===== src/rtl/count_seq_checker_sat_counter.sv =====
// Saturating up-counter with synchronous clear; clear+inc together loads 1.
// Latency: 1 cycle from clr/inc to cnt.
// Backpressure: none; sticks at all-ones until cleared.
// Ports: clk, rst (sync, active-high), clr, inc, cnt[W-1:0].
module sat_counter #(
  parameter int W = 16
) (
  input  logic         clk,
  input  logic         rst,
  input  logic         clr,
  input  logic         inc,
  output logic [W-1:0] cnt
);

  logic [W-1:0] cnt_q;
  logic [W-1:0] cnt_d;

  always_comb begin
    cnt_d = cnt_q;
    if (clr) begin
      // A coinciding event still counts, so the tally restarts at 1.
      cnt_d = inc ? W'(1) : '0;
    end else if (inc && (cnt_q != '1)) begin
      cnt_d = cnt_q + W'(1);
    end
  end

  always_ff @(posedge clk) begin
    if (rst) begin
      cnt_q <= '0;
    end else begin
      cnt_q <= cnt_d;
    end
  end

  assign cnt = cnt_q;

endmodule


===== config.mk =====
export PLATFORM = sky130hd
export DESIGN_NAME = sat_counter
export DESIGN_NICKNAME = d
export VERILOG_FILES = /design/src/rtl/count_seq_checker_sat_counter.sv
export SDC_FILE = /design/constraint.sdc
export NUM_CORES = 1
export LEC_CHECK = 0
export ABC_AREA = 1
export CAP_MARGIN = 20
export CORE_ASPECT_RATIO = 0.9
export CORE_MARGIN = 2
export CORE_UTILIZATION = 41
export DETAILED_ROUTE_END_ITERATION = 10
export PLACE_DENSITY = 0.66
export SYNTH_ARGS = -nofsm -noshare
export SYNTH_HDL_FRONTEND = slang
export SYNTH_SLANG_ARGS = --single-unit

===== constraint.sdc =====
create_clock -name clk -period 2.5 [get_ports clk]
set_input_delay 0.625 -clock clk [delete_from_list [all_inputs] [get_ports clk]]
set_output_delay 0.625 -clock clk [all_outputs]
set_load 0.02 [all_outputs]

Word-level counts from Yosys, hierarchy flattened. Cells that the tools add are included. Widths: inputs -> output; s select.

Bitwise logic cells: 0. Mux-type cells: 3. Reduce and logical (&&, ||, !) cells: 2. Add/subtract/negate cells: 1. Order comparisons: 0. Divide/modulo/power cells: 0. Equal/unequal tests: 1. Shifts and indexed selects: 0. $mul: 0.

Operator list (number): $mux 16 (2); $add 16x1->16 const B (1); $ne 16x16->1 const B (1); $reduce_bool 2->1 (1); $logic_and 1x1->1 (1); $mux 1 (1).

Register bits after elaboration: 16. Output and inout port bits: 16. Logic and storage cells: 8. Memories: 0. Bits in latches: 0. Memory bits (read-only): 0. Memory bits (writable): 0. Bits of input ports: 4.

Logic depth before layout (Yosys ltp). Gate-level depths: netlist (run 1).

Depth in word-level cells: 4. Gate-level depth with buffers: 10. Depth with buffers taken out: 10.

Worst setup path before layout (run 1). OpenSTA, ideal clock, no wires.

Path type: reg-to-reg. Start: register cnt_q[0] (netlist: cnt[0]). End: register cnt_q[13] (netlist: cnt[13]). Arrival: 1.542 ns. Path buffers: 0. Cell stages (with the launch flop): 9. Path slack: 0.845 ns. Period minus slack after synthesis: 1.655 ns. Library setup time: 0.113 ns. Cell sequence: dfxtp_1 > ha_1 > nand2_2 > nor2_4 > nand2_4 > o21ai_4 > nand2_4 > nor2_1 > nor2_1.

Word-level cells in the longest chain between the ends: 3. Elaborated cells between the ends (all ways): 6. Those cells by class: 1 x add/sub; 1 x eq/ne; 2 x mux; 2 x reduce/logical.

RTL lines: start: declaration (line 15) `logic [W-1:0] cnt_q;`; start signal: assignment (line 32) `cnt_q <= cnt_d;`; $add 16x1->16 or $ne 16x16->1 (tied branches) (line 24, 23); $mux 16 or $logic_and 1x1->1 (tied branches) (line 23) `end else if (inc && (cnt_q != '1)) begin`; $mux 16 or $reduce_bool 2->1 (tied branches).

Parallel ways exist; a longest one is shown, timed or not. The select of a mux whose other input is x is not followed. A chain may end at the register's enable or synchronous reset.

Worst setup path after layout (run 1).
Start: register cnt_q[2] (netlist: cnt[2]). End: output cnt[2].

RTL lines: end: declaration (line 12) `output logic [W-1:0] cnt`.

No word-level cell between the ends.

==> results of run 1 <==
## cells in the final DEF, fill, tap and decap left out, drive strengths merged
| master | instances |
|---|---|
| nand2 | 48 |
| clkdlybuf4s50 | 19 |
| nor3 | 1 |
| buf | 1 |
| o21ai | 4 |
| nor2 | 29 |
| ha | 1 |
| a21oi | 10 |
| dfxtp | 16 |
| xor2 | 4 |
| inv | 20 |
| nand3b | 1 |
| nand4 | 4 |
| clkbuf | 4 |
| nand3 | 20 |
## how the worst max path moves through the flow
stage            from  slack [ps]      end
2_1_floorplan  cnt[0]         850  cnt[13]
3_3_place_gp      rst         520   cnt[1]
3_5_place_dp      rst         440   cnt[1]
4_1_cts        cnt[2]         450   cnt[2]
5_1_grt        cnt[2]         370   cnt[2]
6_report       cnt[2]         440   cnt[2]
## report_power, final
| group | leakage, µW | switching [µW] | internal, µW |
|---|---|---|---|
| Combinational | 0.000337 | 38.6 | 25.3 |
| Clock | 0.0000210 | 91.2 | 88.9 |
| Sequential | 0.000130 | 7.22 | 260 |
## synth_stat cells, types with 2 or more instances
library cell and n:
sky130_fd_sc_hd__nand4_1 4, sky130_fd_sc_hd__a21oi_1 10, sky130_fd_sc_hd__nand2_1 43, sky130_fd_sc_hd__nor2_4 2, sky130_fd_sc_hd__nand3_1 20, sky130_fd_sc_hd__nand2_2 3, sky130_fd_sc_hd__nor2_1 26, sky130_fd_sc_hd__xor2_1 4
sky130_fd_sc_hd__nand2_4 2, sky130_fd_sc_hd__o21ai_0 3, sky130_fd_sc_hd__dfxtp_1 16, sky130_fd_sc_hd__inv_1 20
## stage by stage
step,hold slack (ps),area [µm²],worst slack (ps),total power (µW)
after floorplan,575,1010,845,312
after global placement,516,1220,523,336
after detailed placement,530,1220,444,337
after CTS,544,1260,449,513
after global routing,577,1260,372,531
final,545,1260,445,511
## layer usage
layer | GRT usage, % | part of all wire (%) | wire length [µm] | vias to the layer above
met1 | 20.7 | 45 | 1070 | 473
met2 | 30.6 | 46 | 1090 | 44
met3 | 5.32 | 7.6 | 179 | 4
met4 | 5.56 | 0.89 | 21 | 0
li1 | - | - | - | 548
met5 | 0 | 0 | 0 | -
## logic make-up after synthesis
family | share of synthesized area (%)
AOI/OAI and AO/OA | 8.05
xor gates and xnor gates | 3.47
adders and majority gates | 1.24
buffers and inverters | 9.29
DFF | 31.7
and+or+nand+nor | 46.2
## worst reg2reg max path, delay by kind of cell (launching register included)
| family | cells | cell delay (ps) |
|---|---|---|
| simple gates | 6 | 640 |
| flops | 1 | 450 |
| compound gates | 1 | 330 |
| fa+ha+maj | 1 | 260 |
| buf+inv | 1 | 30 |
## final cells by class
cell class	count	area (µm²)
Clock buffer	4	36.3
Fill cell	253	1140
Inverter	20	75.1
Multi-Input combinational cell	122	596
Sequential cell	16	320
Tap cell	28	35.0
Timing Repair Buffer	20	198
==> flow_results.org, run 1 <==
** Pwr
- Power density over cell area :: 406 nW/µm²
- For this design the static power due to leakage is 0.000487 µW.
- Largest voltage drop on the vdd net :: 0.346 mV

** Clock tree
- Sink count of the clock tree :: 16
- Counting the buffers created by CTS gives 3.
- Clock-pin slew was measured on the worst setup and hold paths at 100 ps.
- Clock latency on the worst-skew pair, taken at its later pin, is 300 ps.
- Clock tree from TritonCTS :: built
- The clock passes through at most 2 buffers.
- CTS placed an instance of sky130_fd_sc_hd__clkbuf_4 at the clock tree root.
- In this run the number of H-tree levels came out at 1.
- Hold-fix buffer count after cts :: 0
- Number of cells upsized or downsized after cts :: 0
- The number of setup buffers added after CTS is 0.

** Setup path
- STA classifies the critical path startpoint as a flop.
- Highest net fanout along the worst path :: 7
- The slowest stage of the critical path is the sky130_fd_sc_hd__clkdlybuf4s50_1 cell.
- Biggest cell delay along the critical path :: 660 ps
- Reg2Reg Depth :: 9
- Critical path arrival :: 1430 ps
- Top cell family by delay on the critical path :: buffers and inverters
- Critical Path Sink Type :: output port
- The setup path with the least slack is of type reg -> out.
- Cell-by-cell listing of the critical path :: clkdlybuf4s50_1
- The endpoint identified for the worst register-to-register timing path is cnt[10].
- Counting both buffers and inverters, the worst setup path holds a total of 1.
- Worst R2R Setup Slack :: 730 ps
- The startpoint identified for the worst register-to-register timing path is cnt[0].
- STA puts the critical path data required time at 1880 ps.
- Critical Path Stages :: 1

** Synth
- In this run, distinct cell masters in the synthesized netlist total 20.
- Leading area contributor after synthesis :: sky130_fd_sc_hd__dfxtp_1
- Register area share after synthesis :: 31.7%
- Synthesized netlist net count :: 166
- Summing every instance area after synthesis gives 1010 µm².
- Number of enable-type register cells in the synthesized netlist :: 0
- The average instance in the mapped netlist occupies 6.27 µm².
- Share of flip-flops with an asynchronous set or reset :: 0%
- The top cell type by area accounts for 31.7% of the synthesized area.
- Number of synthesized register bits :: 16
- The most used flip-flop cell after synthesis is sky130_fd_sc_hd__dfxtp_1.
- After synthesis, the cell types taking the most area are sky130_fd_sc_hd__dfxtp_1 32%, sky130_fd_sc_hd__nand2_1 16%, sky130_fd_sc_hd__nand3_1 9.9%.
- The cell count after synthesis came out at 161.
- Total of warnings raised by yosys :: 0

** Floorplan
- Number of top-level pins :: 20
- Placeable core area :: 2400 µm²
- The die is 51.1 µm tall.
- From left edge to right edge, the die measures 56.3 µm.
- Once the floorplan was initialized, standard cells occupied 42.0% of the core.
- Die Area :: 2880 µm²
- Row cnt :: 17

** Global route
- Entering global routing, the biggest net connects 15 pins.
- The first global-routing pass estimated 3.95 mm of wire.
- Final global-route overflow total :: 0
- The number of antenna violations at the first check in global routing was 0.
- The number of global-route vias before repair was 956.
- GRT Total Usage :: 17.5%

** Routing
- After detailed routing, the number of vias per cell comes to 5.09.
- After detailed routing, the total wire length is 2.37 mm.
- Antenna-violating nets left :: 0
- Via Count :: 1,069
- Number of DRC violations after detailed routing :: 0
- After detailed routing, the average wire length per cell comes to 11.3 µm.
- Drt first pass iters :: 4
- Initial detailed-routing violation count :: 23

** Min path
- In this run the most critical hold path is launched from cnt[7].
- The path class of the tightest hold or removal check is reg -> reg.
- The path with the worst hold slack has its endpoint at cnt[7].
- Hold Path Cell Cnt :: 2

** Placement
- Counting tap cells, the placed design contains a total of 206 instances.
- Last weighted congestion value of the routability-driven placer :: 0.852
- Detailed placement ended at an HPWL of 1.73 mm.
- Count of port buffers added during placement :: 19

** Timing
- Top achievable clock speed :: 487 MHz
- Final count of hold timing violations :: 0
- RSZ-0062 raised after global routing :: false
- Setup total negative slack on the finished layout was measured at 0 ps.
- Period utilization :: 82.2%
- The number of pins exceeding their max-slew limit in the final report is 0.
- Headroom to the max-slew limit came out at 59.2%.
- On the final layout, the worst clock skew is 7.09 ps.
- Setup violations remaining at the end of the flow were counted as 0.
- The routed design could run at a clock period as short as 2060 ps.
- At the pin with the least slew margin, the transition time is 610 ps.

** Layout
- Area Growth Syn to Fin :: 24.8%
- Layout cell share with drive strength beyond 1 :: 7.69%
- The register with the most flip-flops in the layout has 16 of them.
- The net count of the finished layout is 188.
- Number of standard cells in the layout, taps in and fillers out :: 210
- Once layout is complete, the utilization of the core stands at 52.4%.
- Antenna fix cells :: 0

** Run status
- Run status :: complete, no violations

** Flow run
- Max_cap viols :: 0
No activity file was read; power rests on OpenSTA's default activity.
==> inputs of run 2 (changes only) <==
clock period = 2 ns   (was 2.5 ns; I/O delays follow)
==> run 2 against run 1 <==
  * First-iteration DRC count shrank 26%
  * Sequential share of layout area shrank 0.30 points
  * Flip-flop and latch count is the same
  * Total power is 26% higher
  * Final area up 1.2%
  * Clock skew down 6.3 ps
  * Core utilization is 0.62 points higher
  * Largest cell class unchanged
==> flow_results.org, run 2 (synthesis gave the netlist of run 1 again) <==
** Run status
- Run status: complete, no violations (unchanged).

** Layout
- The fraction of layout cells with a size suffix above 1 was 8.70% (was 7.69%).
- Commonest non-fill, non-tap cells in the layout :: 43 x sky130_fd_sc_hd__nand2_1, 26 x sky130_fd_sc_hd__nor2_1, 20 x sky130_fd_sc_hd__inv_1, 20 x sky130_fd_sc_hd__nand3_1, 19 x sky130_fd_sc_hd__clkdlybuf4s50_1 (unchanged)
- The number of antenna diodes is 0 (unchanged).
- The net count reported at finish was 190 (was 188).
- The most common cell after layout, fill and taps aside is sky130_fd_sc_hd__nand2_1 (unchanged).
- The number of flip-flops under the largest register name was 16 (unchanged).
- The final cell area excluding filler cells was 1270 µm² (was 1260 µm²).
- Area Growth Syn to Fin :: 26.3% (was 24.8%)
- The number of cells in the finished layout apart from fillers came to 212 (was 210).

** Clock tree
- Sink count of the clock tree :: 16 (unchanged)
- Clock tree from TritonCTS :: built (unchanged)
- Maximum level of the CTS H-tree :: 1 (unchanged)
- The clock tree root buffer cell was sky130_fd_sc_hd__clkbuf_4 (unchanged).
- The number of buffers inserted for hold repair after clock tree synthesis was 0 (unchanged).
- Post-CTS Setup Bufs :: 0 (unchanged)
- Clock insertion delay at the later pin of the skew report :: 290 ps (was 300 ps)
- Clock transition at the registers of the reported paths :: 100 ps (about the same)
- The number of instances resized during post-cts repair is 0 (unchanged).
- The CTS buffer count came to 3 (unchanged).
- The number of buffers on the longest clock path is 2 (unchanged).

** Min path
- Path type of the worst min-delay path :: reg -> reg (unchanged)
- The start point of the worst min-delay path was cnt[12] (was cnt[7]).

** Routing
- Top routing layer used :: met4 (unchanged)
- Initial detailed-routing violation count :: 17 (was 23)
- WL final :: 2.48 mm (was 2.37 mm)
- The first-pass iteration count of the detailed router is 4 (unchanged).
- Detailed-routed wire length on met2 :: 1.16 mm (was 1.09 mm)
- Length of routed met3 wiring :: 148 µm (was 179 µm)
- DRT met1 WL :: 1.15 mm (was 1.07 mm)
- The antenna violation net count after detailed routing came to 0 (unchanged).
- Via Count :: 1,089 (was 1,069)
- The DRC violation count after routing was 0 (unchanged).
- Routed via count divided by cell count :: 5.14 (was 5.09)
- Average detailed-routed wire length per instance :: 11.7 µm (was 11.3 µm)

** Setup path
- The worst path required time was 1500 ps (was 1880 ps).
- Critical path arrival :: 1400 ps (was 1430 ps)
- Cell-by-cell listing of the critical path: clkdlybuf4s50_1 (unchanged).
- Buf/Inv on CP :: 1 (unchanged)
- Worst reg2reg startpoint :: cnt[0] (unchanged)
- The cell family with the largest share of critical-path delay is buffers and inverters (unchanged).
- The slowest cell on the critical path is sky130_fd_sc_hd__clkdlybuf4s50_1 (unchanged).
- Critical path type :: reg -> out (unchanged)
- The launching instance or port of the critical path is cnt[8] (was cnt[2]).
- The type of origin of the critical path was a flop (unchanged).
- The kind of capture point of the worst setup path is an output port (unchanged).
- Biggest cell delay along the critical path :: 650 ps (was 660 ps)
- The maximum net fanout on the critical path came to 6 (was 7).

** Global route
- Number of global-route vias before repair :: 972 (was 956)
- The largest net degree at the start of global routing was 15 (unchanged).
- Number of antenna violations at the first check in global routing :: 0 (unchanged)
- Wire length of the first global-routing pass :: 4.30 mm (was 3.95 mm)
- The total routing usage reported by global routing is 19.0% (was 17.5%).
- The total congestion overflow came to 0 (unchanged).

** Pwr
- Total net switching power :: 176 µW (was 137 µW)
- Register share of total power :: 51.7% (was 52.3%)
- The static leakage power is 0.000498 µW (was 0.000487 µW).
- Clock network fraction of design power :: 35.4% (was 35.2%)
- The fraction of power consumed by combinational cells came to 12.8% (was 12.5%).
- The switching fraction of total power was 27.2% (was 26.8%).
- Power density over cell area :: 506 nW/µm² (was 406 nW/µm²)
- The worst vdd rail ir drop is 0.481 mV (was 0.346 mV).
- Pint :: 469 µW (was 374 µW)

** Timing
- The number of pins exceeding their max-slew limit in the final report came to 0 (unchanged).
- Period utilization :: 95.2%
- RSZ-0062 raised after global routing: false (unchanged).
- Pin slew with the least headroom to its limit :: 489 ps (was 610 ps)
- The worst path needs 1900 ps of the cycle, external delays included.
- Top achievable clock speed :: 525 MHz
- The clock skew after layout came to 0.780 ps (was 7.09 ps).
- The count of endpoints failing setup in the final report was 0 (unchanged).
- The final sum of negative setup slack is 0 ps (unchanged).
- The final number of hold-violating endpoints is 0 (unchanged).
- Worst slew slack as a fraction of its limit :: 67.4% (was 59.2%)

** Floorplan
- Row cnt :: 17 (unchanged)
- The starting density of the core was 42.0% (unchanged).
- Die height :: 51.1 µm (unchanged)
- Number of top-level pins :: 20 (unchanged)
- Die Area :: 2880 µm² (unchanged)
- Placeable core area :: 2400 µm² (unchanged)
- DIE WIDTH :: 56.3 µm (unchanged)

** Flow run
- The count of max-cap constraint violations came to 0 (unchanged).

** Placement
- Half-perimeter wire length of the detailed placement result :: 1.83 mm (was 1.73 mm)
- Post-detailed-placement cell area :: 1240 µm² (was 1220 µm²)
- Placed Cells :: 208 (was 206)
- The final weighted congestion in routability-driven placement is 0.821 (was 0.852).
- Count of port buffers added during placement :: 19 (unchanged)
-- run 2: cell types whose count changed in the layout (fill, tap and decap cells not counted), sizes merged --
cell	change
buf	+2
-- run 2: cell type report --
| cell class | instances | area [µm²] |
|---|---|---|
| fillers | 259 | 1130 |
| multi-input cells | 122 | 596 |
| flip-flops and latches | 16 | 320 |
| repair buffers | 22 | 213 |
| inverters | 20 | 75.1 |
| clock buffers | 4 | 36.3 |
| well taps | 28 | 35.0 |
-- run 2: path summary, 6_finish.rpt --
check                  to  slack, ps  cells after the start
setup / recovery   cnt[8]        100                      1
hold / removal    cnt[12]        530                      2
setup reg to reg   cnt[0]        170                      8
hold reg to reg   cnt[12]        530                      2
-- run 2: routing by layer --
metal | GRT usage [%] | vias up
li1 | - | 556
met1 | 22.5 | 501
met2 | 32.7 | 28
met3 | 6.33 | 4
met4 | 5.95 | 0
met5 | 0 | -
-- run 2: stage by stage --
| step | util (%) | setup slack, ps | power (µW) | hold WS [ps] |
|---|---|---|---|---|
| 6_report | 53.0 | 95.2 | 645 | 531 |
| 5_1_grt | 53.0 | 15.1 | 679 | 570 |
| 4_1_cts | 53.0 | 77.9 | 652 | 534 |
| 3_5_place_dp | 51.5 | 88.3 | 424 | 516 |
| 3_3_place_gp | 51.5 | 79.4 | 423 | 511 |
| 2_1_floorplan | - | 345 | 391 | 575 |
-- run 2: power by group through the flow --
stage / registers [µW] / clock network, µW / logic [µW]
global placement: 341 / 0 / 82.5
floorplan: 347 / 0 / 43.6
detailed placement: 341 / 0 / 82.8
finish: 333 / 229 / 82.8
global route: 335 / 252 / 92.2
CTS: 334 / 235 / 83.1
